===== config.mk =====
export PLATFORM = sky130hd
export DESIGN_NAME = hazard_pipe_regs
export DESIGN_NICKNAME = d
export VERILOG_FILES = /design/src/rtl/mips_pipe_pkg.sv /design/src/rtl/pipe_stage_reg.sv /design/src/rtl/hazard_pipe_regs.sv
export SDC_FILE = /design/constraint.sdc
export NUM_CORES = 1
export LEC_CHECK = 0
export ABC_AREA = 1
export BUFFER_PORTS_ARGS = -buffer_cell sky130_fd_sc_hd__buf_2
export CORE_ASPECT_RATIO = 1.75
export CORE_MARGIN = 2
export CORE_UTILIZATION = 46
export CTS_CLUSTER_SIZE = 16
export DETAILED_ROUTE_END_ITERATION = 8
export PLACE_DENSITY = 0.83
export SYNTH_ARGS = -nofsm -noshare
export SYNTH_HDL_FRONTEND = slang
export SYNTH_SLANG_ARGS = --single-unit

===== constraint.sdc =====
create_clock -name clk -period 1.61 [get_ports clk]
set_input_delay 0.2415 -clock clk [delete_from_list [all_inputs] [get_ports clk]]
set_output_delay 0.2415 -clock clk [all_outputs]
set_load 0.005 [all_outputs]

===== src/rtl/mips_pipe_pkg.sv =====
// Shared types and defaults for the MIPS pipeline-register bank.
// ctrl_t carries the per-instruction write controls that travel with each stage.
package mips_pipe_pkg;

    localparam int          ADDR_W    = 32;
    localparam int          REG_W     = 5;
    localparam logic [31:0] RESET_PC  = 32'h0000_0000;
    localparam logic [31:0] NOP_INSTR = 32'h0000_0000;

    typedef struct packed {
        logic reg_write;
        logic mem_to_reg;
        logic mem_write;
    } ctrl_t;

    localparam int CTRL_W = $bits(ctrl_t);

    // All-zero control word: a bubble that never writes registers or memory.
    function automatic ctrl_t bubble_ctrl();
        ctrl_t c;
        c = '0;
        return c;
    endfunction

endpackage


===== src/rtl/pipe_stage_reg.sv =====
// Generic pipeline register with hold (en=0) and synchronous clear to zero (clr=1).
// A held stage ignores clr, so a stall always wins over a flush.
module pipe_stage_reg #(
    parameter int           W       = 1,
    parameter logic [W-1:0] RST_VAL = '0
) (
    input  logic         clk,
    input  logic         rst_n,
    input  logic         en_i,
    input  logic         clr_i,
    input  logic [W-1:0] d_i,
    output logic [W-1:0] q_o
);

    logic [W-1:0] data_q;
    logic [W-1:0] data_d;

    always_comb begin
        data_d = data_q;
        if (en_i) begin
            data_d = clr_i ? '0 : d_i;
        end
    end

    always_ff @(posedge clk or negedge rst_n) begin
        if (!rst_n) begin
            data_q <= RST_VAL;
        end else begin
            data_q <= data_d;
        end
    end

    assign q_o = data_q;

endmodule


===== src/rtl/hazard_pipe_regs.sv =====
// PC, IF/ID, ID/EX, EX/MEM and MEM/WB control/address registers for the 5-stage core.
// Optional HAZARD_STATS_EN adds saturating stall/flush event counters.
module hazard_pipe_regs #(
    parameter int                ADDR_W   = mips_pipe_pkg::ADDR_W,
    parameter int                REG_W    = mips_pipe_pkg::REG_W,
    parameter logic [ADDR_W-1:0] RESET_PC = mips_pipe_pkg::RESET_PC
) (
    input  logic              clk,
    input  logic              rst_n,
    input  logic              stall_f,
    input  logic              stall_d,
    input  logic              flush_d,
    input  logic              flush_e,
    input  logic [ADDR_W-1:0] pc_next,
    input  logic [ADDR_W-1:0] instr_f,
    input  logic [ADDR_W-1:0] pc_plus4_f,
    input  logic [REG_W-1:0]  ra_d,
    input  logic [REG_W-1:0]  rb_d,
    input  logic [REG_W-1:0]  write_reg_d,
    input  logic              reg_write_d,
    input  logic              mem_to_reg_d,
    input  logic              mem_write_d,
    output logic [ADDR_W-1:0] pc_f,
    output logic [ADDR_W-1:0] instr_d,
    output logic [ADDR_W-1:0] pc_plus4_d,
    output logic [REG_W-1:0]  ra_e,
    output logic [REG_W-1:0]  rb_e,
    output logic [REG_W-1:0]  write_reg_e,
    output logic [REG_W-1:0]  write_reg_m,
    output logic [REG_W-1:0]  write_reg_w,
    output logic              reg_write_e,
    output logic              reg_write_m,
    output logic              reg_write_w,
    output logic              mem_to_reg_e,
    output logic              mem_to_reg_m,
    output logic              mem_to_reg_w,
    output logic              mem_write_e,
    output logic              mem_write_m
`ifdef HAZARD_STATS_EN
    ,
    output logic [31:0]       stall_cnt,
    output logic [31:0]       flush_cnt
`endif
);

    import mips_pipe_pkg::*;

    localparam int IFID_W = 2 * ADDR_W;
    localparam int IDEX_W = 3 * REG_W + CTRL_W;
    localparam int EXMM_W = REG_W + CTRL_W;
    // mem_write is consumed in MEM, so WB only carries reg_write and mem_to_reg.
    localparam int MMWB_W = REG_W + 2;

    localparam logic [IFID_W-1:0] IFID_RST = {NOP_INSTR[ADDR_W-1:0], {ADDR_W{1'b0}}};

    ctrl_t ctrl_d;
    ctrl_t ctrl_e;
    ctrl_t ctrl_m;

    logic [IFID_W-1:0] ifid_dat;
    logic [IDEX_W-1:0] idex_dat;
    logic [EXMM_W-1:0] exmm_dat;
    logic [MMWB_W-1:0] mmwb_dat;

    always_comb begin
        ctrl_d            = bubble_ctrl();
        ctrl_d.reg_write  = reg_write_d;
        ctrl_d.mem_to_reg = mem_to_reg_d;
        ctrl_d.mem_write  = mem_write_d;
    end

    pipe_stage_reg #(.W(ADDR_W), .RST_VAL(RESET_PC)) u_pc (
        .clk   (clk),
        .rst_n (rst_n),
        .en_i  (~stall_f),
        .clr_i (1'b0),
        .d_i   (pc_next),
        .q_o   (pc_f)
    );

    // Flush clears to all-zero, which is the NOP encoding.
    pipe_stage_reg #(.W(IFID_W), .RST_VAL(IFID_RST)) u_ifid (
        .clk   (clk),
        .rst_n (rst_n),
        .en_i  (~stall_d),
        .clr_i (flush_d),
        .d_i   ({instr_f, pc_plus4_f}),
        .q_o   (ifid_dat)
    );

    assign instr_d    = ifid_dat[IFID_W-1:ADDR_W];
    assign pc_plus4_d = ifid_dat[ADDR_W-1:0];

    pipe_stage_reg #(.W(IDEX_W), .RST_VAL('0)) u_idex (
        .clk   (clk),
        .rst_n (rst_n),
        .en_i  (1'b1),
        .clr_i (flush_e),
        .d_i   ({ra_d, rb_d, write_reg_d, ctrl_d}),
        .q_o   (idex_dat)
    );

    assign ra_e        = idex_dat[IDEX_W-1 -: REG_W];
    assign rb_e        = idex_dat[IDEX_W-REG_W-1 -: REG_W];
    assign write_reg_e = idex_dat[CTRL_W +: REG_W];
    assign ctrl_e      = ctrl_t'(idex_dat[CTRL_W-1:0]);

    assign reg_write_e  = ctrl_e.reg_write;
    assign mem_to_reg_e = ctrl_e.mem_to_reg;
    assign mem_write_e  = ctrl_e.mem_write;

    pipe_stage_reg #(.W(EXMM_W), .RST_VAL('0)) u_exmm (
        .clk   (clk),
        .rst_n (rst_n),
        .en_i  (1'b1),
        .clr_i (1'b0),
        .d_i   ({write_reg_e, ctrl_e}),
        .q_o   (exmm_dat)
    );

    assign write_reg_m  = exmm_dat[CTRL_W +: REG_W];
    assign ctrl_m       = ctrl_t'(exmm_dat[CTRL_W-1:0]);
    assign reg_write_m  = ctrl_m.reg_write;
    assign mem_to_reg_m = ctrl_m.mem_to_reg;
    assign mem_write_m  = ctrl_m.mem_write;

    pipe_stage_reg #(.W(MMWB_W), .RST_VAL('0)) u_mmwb (
        .clk   (clk),
        .rst_n (rst_n),
        .en_i  (1'b1),
        .clr_i (1'b0),
        .d_i   ({write_reg_m, ctrl_m.reg_write, ctrl_m.mem_to_reg}),
        .q_o   (mmwb_dat)
    );

    assign write_reg_w  = mmwb_dat[MMWB_W-1:2];
    assign reg_write_w  = mmwb_dat[1];
    assign mem_to_reg_w = mmwb_dat[0];

`ifdef HAZARD_STATS_EN
    logic [31:0] stall_cnt_q;
    logic [31:0] stall_cnt_d;
    logic [31:0] flush_cnt_q;
    logic [31:0] flush_cnt_d;

    // A cycle with both flush_d and flush_e counts once; flush_d counts even while stalled.
    always_comb begin
        stall_cnt_d = stall_cnt_q;
        flush_cnt_d = flush_cnt_q;
        if (stall_d && (stall_cnt_q != 32'hFFFF_FFFF)) begin
            stall_cnt_d = stall_cnt_q + 32'd1;
        end
        if ((flush_d || flush_e) && (flush_cnt_q != 32'hFFFF_FFFF)) begin
            flush_cnt_d = flush_cnt_q + 32'd1;
        end
    end

    always_ff @(posedge clk or negedge rst_n) begin
        if (!rst_n) begin
            stall_cnt_q <= '0;
            flush_cnt_q <= '0;
        end else begin
            stall_cnt_q <= stall_cnt_d;
            flush_cnt_q <= flush_cnt_d;
        end
    end

    assign stall_cnt = stall_cnt_q;
    assign flush_cnt = flush_cnt_q;
`endif

endmodule


# --- Yosys cells after proc, flatten, opt, wreduce, memory -nomap -nowiden ---
# Index checks and enable logic that the tools add are counted.
op_classes:
  mux: 2
op_table:
  columns: ["operator", "count"]
  rows:
  - ["2-to-1 mux 64 bit", 1]
  - ["2-to-1 mux 18 bit", 1]
totals:
  reg_bits: 129
  input_bits: 120
  output_inout_bits: 129
  word_cells: 7

# --- Logic depth before layout (Yosys ltp) ---
# Gate-level depths: netlist of the first run.
depth:
  ltp_word: 1
  ltp_mapped: 4
  mapped_depth_nobuf: 3

# --- Cells and area by module ---
# Synthesis of the first run repeated with hierarchy kept, for this count alone.
hier_totals:
  hier_cells: 565
  area_unflattened_um2: 5382.7
modules_own_cells:
  columns: ["mod", "instances", "cells_per_inst", "area_each_um2", "seq_area_each_um2"]
  rows:
  - ["pipe_stage_reg (u_ifid)", 1, 277, 2626.3, 1601.5]
  - ["pipe_stage_reg (u_pc)", 1, 140, 1362.6, 800.8]
  - ["pipe_stage_reg (u_idex)", 1, 78, 778.2, 450.4]
  - ["pipe_stage_reg (u_exmm)", 1, 35, 319.1, 200.2]
  - ["pipe_stage_reg (u_mmwb)", 1, 31, 281.5, 175.2]
  - ["hazard_pipe_regs", 1, 4, 15.0, 0.0]

# --- Least setup slack after synthesis of the first run ---
# No wires, ideal clock.
synth_timing:
  path_kind: "in2reg"
  from: "input stall_d"
  to: "register u_ifid.data_q[10] (netlist: u_ifid.q_o[10])"
  setup_ps: 117
  arrival_time_ps: 635
  required_time_ps: 1493
  slack_ps: 858
  cell_stages: 4
  path_buffers: 2
  cell_sequence: "buf_4 clkbuf_8 nand2_1 nand2_1"
synth_rtl:
  columns: ["element", "line_no", "rtl"]
  rows:
  - ["start: declaration", "hazard_pipe_regs.sv:11", "input logic stall_d,"]
  - ["end signal: assignment", "pipe_stage_reg.sv:29", "data_q <= data_d;"]
  - ["end: declaration", "pipe_stage_reg.sv:15", "logic [W-1:0] data_q;"]

# --- Worst setup path after layout of the first run ---
layout_timing:
  from: "register u_ifid.data_q[59] (netlist: u_ifid.q_o[59])"
  to: "output instr_d[27]"
layout_rtl:
  columns: ["element", "line_no", "rtl"]
  rows:
  - ["end: declaration", "hazard_pipe_regs.sv:24", "output logic [ADDR_W-1:0] instr_d,"]
# No word-level cell between the ends.

==> results of run 1 <==
==> logic make-up (layout without fill, tap and decap cells) <==
logic type,after synthesis,after routing,share of synthesized area [%]
AND/OR/NAND/NOR,242,242,20.66
flip-flops,129,129,67.47
buffers and inverters,80,338,8.525
AO/OA/AOI/OAI,32,32,3.347
==> stage by stage <==
| step | cell area [um^2] | total power, W | setup WS (ns) | utilization [%] |
|---|---|---|---|---|
| after floorplan | 4785 | 0.003968 | 0.8578 | - |
| after global placement | 6095 | 0.004461 | 0.5767 | 59.88 |
| after detailed placement | 6095 | 0.004500 | 0.5260 | 59.88 |
| after CTS | 6715 | 0.008461 | 0.4089 | 65.98 |
| after global routing | 6715 | 0.008716 | 0.3997 | 65.98 |
| final | 6715 | 0.008352 | 0.4303 | 65.98 |
==> synth_stat cells <==
cell	number	share of area, %
o21ai_0	31	3.2
dfrtp_1	129	67
clkbuf_8	6	1.7
nand2_1	160	13
buf_4	3	0.47
clkbuf_2	2	0.21
o21ai_1	1	0.10
nor2_1	18	1.4
buf_6	2	0.47
inv_1	50	3.9
buf_2	15	1.6
inv_2	2	0.16
nand3_1	64	6.7
==> worst register-to-register path: stages, from the launching register on <==
cell     delay [ns]
dfrtp_1        0.39
nand2_1        0.07
o21ai_0        0.09
==> state kept, by name, indices dropped and copies added (netlist names) <==
name        count
u_mmwb.q_o      7
u_idex.q_o     18
u_ifid.q_o     64
u_pc.q_o       32
u_exmm.q_o      8
==> worst max-delay path by stage <==
stage,slack (ns),end,depth (start not counted)
after global routing,0.40,pc_f[14],1
after detailed placement,0.53,u_ifid.q_o[46],5
after floorplan,0.86,u_ifid.q_o[10],4
after CTS,0.41,pc_f[14],1
after global placement,0.58,u_ifid.q_o[35],5
final,0.43,instr_d[27],1
==> per-layer routing <==
metal / global-route usage (%) / vias up / wire length (um)
li1: - / 1980 / -
met2: 37.15 / 207 / 6343
met5: 0 / - / 0
met4: 10.17 / 0 / 312
met1: 23.93 / 1936 / 4250
met3: 6.966 / 28 / 1046
==> final cells by class <==
class / count / area (um^2)
fillers: 821 / 3462
flip-flops and latches: 129 / 3228
repair buffers: 255 / 1374
multi-input cells: 274 / 1149
clock buffers: 21 / 450.4
inverters: 52 / 195.2
clock inverters: 10 / 160.2
well taps: 127 / 158.9
==> where the power goes <==
part | internal, W | leakage (nW) | switching, W | total [W]
combinational | 0.000386 | 2.08 | 0.000447 | 0.000833
sequential | 0.00348 | 1.65 | 0.000123 | 0.00361
clock | 0.00262 | 0.297 | 0.00129 | 0.00391
==> flow_summary.ini, run 1 <==
[status]
status = finished, final reports clean

[clocking]
path_clk_slew_ns = 0.05
cts_tree = yes
cts_root_buf = clkbuf_16
htree_levels = 4
holdBufCountCts = 1
cts_max_path_buffers = 2
clkSinkCount = 129
insertion_delay_ns = 0.40
postCtsSetupBuffers = 0
numCtsBuffers = 17
cts_resized = 0

[job]
drv_cap = 0

[global_routing]
grt_overflow = 0
grt_first_pass_wirelength_um = 18860
grt_max_degree = 67
antenna_found_initial = 0
grtUsageTotal_pct = 21.75
first_global_vias = 4111

[die]
io_pins = 249
core_area_um2 = 10180
rows = 49
die-area_um2 = 11270
start_util_pct = 47.01
die-height_um = 138.9
die_w_um = 81.10

[logic_synthesis]
syn_nets = 603
ys_warn_count = 0
syn_area_um2 = 4785
synth_seq_cells = 129
syn_avg_cell_area_um2 = 9.906
synthDistinctLibCells = 13
syn_inst = 483
yosysSeqAreaShare_pct = 67.47

[detailed_routing]
drt_first_pass_iters = 5
first_iter_violations = 189
via_count = 4151
finalWirelength_um = 11950
via_per_inst = 4.782
routedWlPerCell_um = 13.77
ant_nets = 0
drc_errors = 0

[min_path]
hold_depth = 3
hold_start = mem_to_reg_d
hold_path_end = u_idex.q_o[1]
hold_path_class = in -> reg

[placement]
hpwl_um = 8479
io_buffers = 248
gp_congestion = 0.7815
dpl.cell_count = 836

[layout]
area_growth_pct = 40.35
diodes = 0
nets = 849
final_cell_mix = buf_2 (247), nand2_1 (160), dfrtp_1 (129)
fin_cells = 868
final_common_cell = buf_2
drive_gt1_share_pct = 38.33

[timing]
final-hold-violation-count = 0
slew_headroom_pct = 76.81
setup_viol = 0
fin_crit_sh_pct = 73.27
fin_crit_ns = 1.180
max_freq_mhz = 847.7
rsz0062_at_grt = no
final_max_slew_viol_count = 0
hold_slack_ns = 0.03723
fin_setup_tns_ns = 0
skew_ns = 0.001810
tightestPinTransition_ns = 0.3479

[setup_path]
worstPathMaxFanout = 2
required_ns = 1.37
worstPathCellList = buf_2
cp_slowest_stage_delay_ns = 0.40
rr_endpoint = u_pc.q_o[6]
reg2reg_depth = 2
arrival_ns = 0.94
critPathTopFamily = flip-flops
reg2reg_setup_slack_ns = 0.91
end_kind = output port
startpoint_type = flip-flop
slowest_stage = dfrtp_1
path_buf_inv = 1
startpoint = u_ifid.q_o[59]
critical_path_class = reg -> out
regToRegStartpoint = u_pc.q_o[6]

[power_and_ir_drop]
ir_drop_v = 0.0008825
power_density_nw_per_um2 = 1244
p_leak_nw = 4.023
No activity file was read; power rests on OpenSTA's default activity.
==> run 2, diff against run 1 <==
--- a/config.mk
+++ b/config.mk
@@ -9,10 +9,10 @@
 export BUFFER_PORTS_ARGS = -buffer_cell sky130_fd_sc_hd__buf_2
 export CORE_ASPECT_RATIO = 1.75
 export CORE_MARGIN = 2
-export CORE_UTILIZATION = 46
+export CORE_UTILIZATION = 41
 export CTS_CLUSTER_SIZE = 16
 export DETAILED_ROUTE_END_ITERATION = 8
-export PLACE_DENSITY = 0.83
+export PLACE_DENSITY = 0.79
 export SYNTH_ARGS = -nofsm -noshare
 export SYNTH_HDL_FRONTEND = slang
 export SYNTH_SLANG_ARGS = --single-unit
==> constraint.sdc (replaced) <==
create_clock -name clk -period 1.07 [get_ports clk]
set_input_delay 0.1605 -clock clk [delete_from_list [all_inputs] [get_ports clk]]
set_output_delay 0.1605 -clock clk [all_outputs]
set_load 0.005 [all_outputs]
==> run 2 against run 1 <==
The flow now finishes with violations (negative setup slack); critical path depth did not move; first-iteration DRC count rose by 78%; register-to-register slack got worse by 0.80 ns; clock skew rose by 0.0058 ns; die area rose by 12%; worst hold slack got worse by 0.016 ns; non-clock buffer count rose by 180; count of clock-buffer cells in the layout fell by 3; final cell count rose by 22%; sequential power rose by 50%; total power rose by 59%; core utilization rose by 7.0 points.
==> flow_summary.ini, run 2 (synthesis gave the netlist of run 1 again) <==
[status]
status = finished with violations
failed_checks = negative setup slack

[placement]
hpwl_um = 8626
io_buffers = 248
gp_congestion = 0.7815

[setup_path]
arrival_ns = 0.99
end_kind = output port
regToRegStartpoint = u_ifid.q_o[42]
worstPathCellList = buf_2
cp_slowest_stage_delay_ns = 0.43
startpoint_type = flip-flop
critPathTopFamily = flip-flops
path_buf_inv = 1
slowest_stage = dfrtp_1
critical_path_class = reg -> out
worstPathMaxFanout = 2
required_ns = 0.91
startpoint = u_ifid.q_o[41]

[timing]
tightestPinTransition_ns = 0.4638
setup_viol = 57
skew_ns = 0.007618
max_freq_mhz = 871.7
rsz0062_at_grt = yes
fin_setup_tns_ns = -0.5851
final-hold-violation-count = 0
slew_headroom_pct = 69.08
finalWorstSetupSlack_ns = -0.07713
fin_crit_sh_pct = 107.2
hold_slack_ns = 0.02155
final_max_slew_viol_count = 0
fin_crit_ns = 1.147

[clocking]
clkSinkCount = 129
cts_root_buf = clkbuf_16
cts_resized = 0
insertion_delay_ns = 0.40
cts_max_path_buffers = 2
path_clk_slew_ns = 0.06
numCtsBuffers = 17
cts_tree = yes
htree_levels = 4

[power_and_ir_drop]
power.share.clock_pct = 44.2
pwr-share-comb_pct = 14.9
ir_drop_v = 0.001397
power_frac_seq_pct = 40.8
p_leak_nw = 4.844
power_density_nw_per_um2 = 1591
p_int_w = 0.009902
swShare_pct = 25.54
power_switching_w = 0.003396

[detailed_routing]
finalWirelength_um = 17660
ant_nets = 0
routedWlPerCell_um = 16.71
via_count = 5204
drt_first_pass_iters = 5
first_iter_violations = 337
drc_errors = 0
via_per_inst = 4.923

[layout]
fillers = 690
final_cell_mix = buf_2 (247), nand2_1 (160), dfrtp_1 (129)
largest_register_ffs = 64
multi_input_area_um2 = 1149
diodes = 0
register_area_um2 = 3228
nets = 1029
area_growth_pct = 74.74
drive_gt1_share_pct = 38.83
final_common_cell = buf_2

[die]
die-area_um2 = 12580
rows = 52
io_pins = 249
die_w_um = 85.66
start_util_pct = 41.78
core_area_um2 = 11450
die-height_um = 146.9

[global_routing]
first_global_vias = 5319
grt_max_degree = 56
grtUsageTotal_pct = 26.65
grt_first_pass_wirelength_um = 25960
antenna_found_initial = 0
grt_overflow = 0

[min_path]
hold_start = pc_next[17]
hold_path_class = in -> reg

[job]
drv_cap = 0
-- run 2: worst register-to-register path, cell delays in order (launching register included) --
cell     delay, ns
dfrtp_1       0.38
buf_4         0.13
buf_4         0.12
nand2_1       0.12
nand2_1       0.09
-- run 2: power groups by stage --
stage	Clock, W	Combinational (W)	Sequential [W]
finish	0.00588	0.00199	0.00543
global route	0.00623	0.00216	0.00546
CTS	0.00599	0.00173	0.00541
detailed placement	0	0.00129	0.00549
global placement	0	0.00125	0.00549
floorplan	0	0.000441	0.00553
-- run 2: final cells by class --
type	instances	area share, %
Clock buffer	18	5.253
Clock inverter	14	2.005
Tap cell	135	2.020
Sequential cell	129	38.61
Timing Repair Buffer	435	36.04
Multi-Input combinational cell	274	13.74
Inverter	52	2.335
-- run 2: routing by layer --
layer  up-vias  GRT usage (%)  part of all wire, %
li1       2346              -                    -
met5         -              0                    0
met4         0          14.76                  5.4
met3        81          7.247                  7.2
met2       311          46.68                   53
met1      2466          28.40                   34
-- run 2: final timing paths --
check                            endpoint  slack (ns)  cells past startpoint
setup / recovery               instr_d[9]       -0.08                      1
hold / removal               u_pc.q_o[17]        0.02                      3
setup reg to reg           u_ifid.q_o[42]        0.11                      4
hold reg to reg             u_exmm.q_o[7]        0.37                      0
max in group asynchronous  u_ifid.q_o[22]        0.39                      3
min in group asynchronous  u_ifid.q_o[44]        0.14                      2
-- run 2: per-stage QoR --
stage	area, um^2	setup WS [ns]	util [%]	power (W)	instances
floorplan	4785	0.3988	-	0.005971	483
global placement	6155	0.1568	53.75	0.006740	849
detailed placement	6155	0.1184	53.75	0.006780	849
CTS	8090	-0.04199	70.65	0.01313	1021
global route	8361	-0.1044	73.01	0.01385	1057
finish	8361	-0.07713	73.01	0.01330	1057
-- run 2: what timing repair did --
item | 4_1_cts | 5_1_grt
hold endpoints to repair | 239 | 0
hold buffers | 111 | 0
setup endpoints to repair | 115 | 129
pin swaps | 0 | 0
setup buffers | 29 | 36
==> run 3, diff against run 2 <==
--- a/config.mk
+++ b/config.mk
@@ -13,6 +13,8 @@
 export CTS_CLUSTER_SIZE = 16
 export DETAILED_ROUTE_END_ITERATION = 8
 export PLACE_DENSITY = 0.79
+export RECOVER_POWER = 100
+export REMOVE_ABC_BUFFERS = 1
 export SYNTH_ARGS = -nofsm -noshare
 export SYNTH_HDL_FRONTEND = slang
 export SYNTH_SLANG_ARGS = --single-unit
==> run 3 against run 2 <==
The flow finishes with violations (negative hold slack, negative setup slack); critical path depth unchanged; combinational power about the same; die area is the same; via count is 3.0% lower; count of clock-buffer cells in the layout rose by 1; sequential cell count is the same; final cell count increased by 0.66%; routed wire length is 5.5% lower; total power is 0.83% higher; critical endpoint is now pc_plus4_d[23]; largest power group unchanged.
==> flow_summary.ini, run 3 (synthesis gave the netlist of run 1 again) <==
[global_routing]
use_met3_pct = 6.854
grt_overflow = 0
gr-usage-met2_pct = 46.56
grtUsageTotal_pct = 25.93
grt_use_met1_pct = 28.26
antenna_found_initial = 0
busiest_layer = met2
grt_max_degree = 65
first_global_vias = 5162
grt_first_pass_wirelength_um = 25270

[setup_path]
end_kind = output port
startpoint_type = flip-flop
worstPathCellList = buf_2
critPathTopFamily = flip-flops
arrival_ns = 0.95
slowest_stage = dfrtp_1
worstPathMaxFanout = 2
cp_slowest_stage_delay_ns = 0.40
critical_path_class = reg -> out
path_buf_inv = 1
required_ns = 0.91

[layout]
drive_gt1_share_pct = 39.18
final_common_cell = buf_2
diodes = 0
area_growth_pct = 75.24
finish.utilization_pct = 73.22
final_cell_mix = buf_2 (245), nand2_1 (160), dfrtp_1 (129)
nets = 1036
fillers = 749
largest_register_ffs = 64

[die]
core_area_um2 = 11450
die_w_um = 85.66
rows = 52
die-area_um2 = 12580
start_util_pct = 41.78
die-height_um = 146.9
io_pins = 249

[status]
failed_checks = negative hold slack, negative setup slack
status = finished with violations

[clocking]
cts_root_buf = clkbuf_16
numCtsBuffers = 17
insertion_delay_ns = 0.41
cts_tree = yes
clkSinkCount = 129
cts_max_path_buffers = 2
path_clk_slew_ns = 0.06
htree_levels = 4

[detailed_routing]
drt_first_pass_iters = 5
drc_errors = 0
via_per_inst = 4.746
ant_nets = 0
first_iter_violations = 381
via_count = 5050
finalWirelength_um = 16680
routedWlPerCell_um = 15.68

[timing]
setup_viol = 88
finalWorstSetupSlack_ns = -0.04269
rsz0062_at_grt = yes
max_freq_mhz = 898.7
skew_ns = 0.006726
hold_slack_ns = -0.004662
final_max_slew_viol_count = 0
final-hold-violation-count = 1
fin_crit_ns = 1.113
fin_setup_tns_ns = -1.109
slew_headroom_pct = 53.37
fin_crit_sh_pct = 104.0
tightestPinTransition_ns = 0.6995

[power_and_ir_drop]
ir_drop_v = 0.001474
p_leak_nw = 4.851
power_density_nw_per_um2 = 1599

[min_path]
hold_path_class = in -> reg

[placement]
hpwl_um = 8635
gp_congestion = 0.8190
io_buffers = 248
place_worst_setup_slack_ns = -0.03752

[job]
drv_cap = 0
-- run 3: cell type report --
cell class	instances	area, um^2	area share [%]
flip-flops and latches	129	3228	38.50
repair buffers	442	3015	35.96
multi-input cells	274	1149	13.70
clock buffers	19	452.9	5.402
inverters	52	195.2	2.328
clock inverters	13	175.2	2.089
well taps	135	168.9	2.015
-- run 3: metrics by stage --
step                      total power [W]  cell area [um^2]  cells
after floorplan                  0.005852              4572    455
after global placement           0.006732              6122    848
after detailed placement         0.006771              6122    848
after CTS                         0.01327              8092   1022
after global routing              0.01399              8384   1064
final                             0.01341              8384   1064
-- run 3: what timing repair did --
item                                   4_1_cts  5_1_grt
hold buffers                               110        0
resized for setup                            0        0
endpoints found under the hold margin      238        0
setup endpoints to repair                  118      129
buffers inserted                            32       42
-- run 3: path summary, 6_finish.rpt --
check / startpoint / endpoint / slack (ns) / cells after the start
setup / recovery: u_ifid.q_o[23] / pc_plus4_d[23] / -0.04 / 1
min in group asynchronous: rst_n / u_ifid.q_o[52] / 0.20 / 2
hold reg to reg: u_idex.q_o[4] / u_exmm.q_o[4] / 0.37 / 0
max in group asynchronous: rst_n / u_pc.q_o[21] / 0.12 / 3
hold / removal: pc_plus4_f[15] / u_ifid.q_o[15] / -0.005 / 3
setup reg to reg: u_ifid.q_o[46] / u_ifid.q_o[46] / 0.18 / 4
-- run 3: where the power goes --
part | switching, W | internal [W] | total (W)
logic | 0.000883 | 0.00108 | 0.00196
clock network | 0.00220 | 0.00383 | 0.00603
registers | 0.000182 | 0.00524 | 0.00542
total | 0.00327 | 0.0101 | 0.0134
-- run 3: layer usage --
| metal | routed length (um) | up-vias |
|---|---|---|
| li1 | - | 2366 |
| met1 | 5703 | 2377 |
| met2 | 9271 | 252 |
| met3 | 1127 | 55 |
| met4 | 580 | 0 |
| met5 | 0 | - |
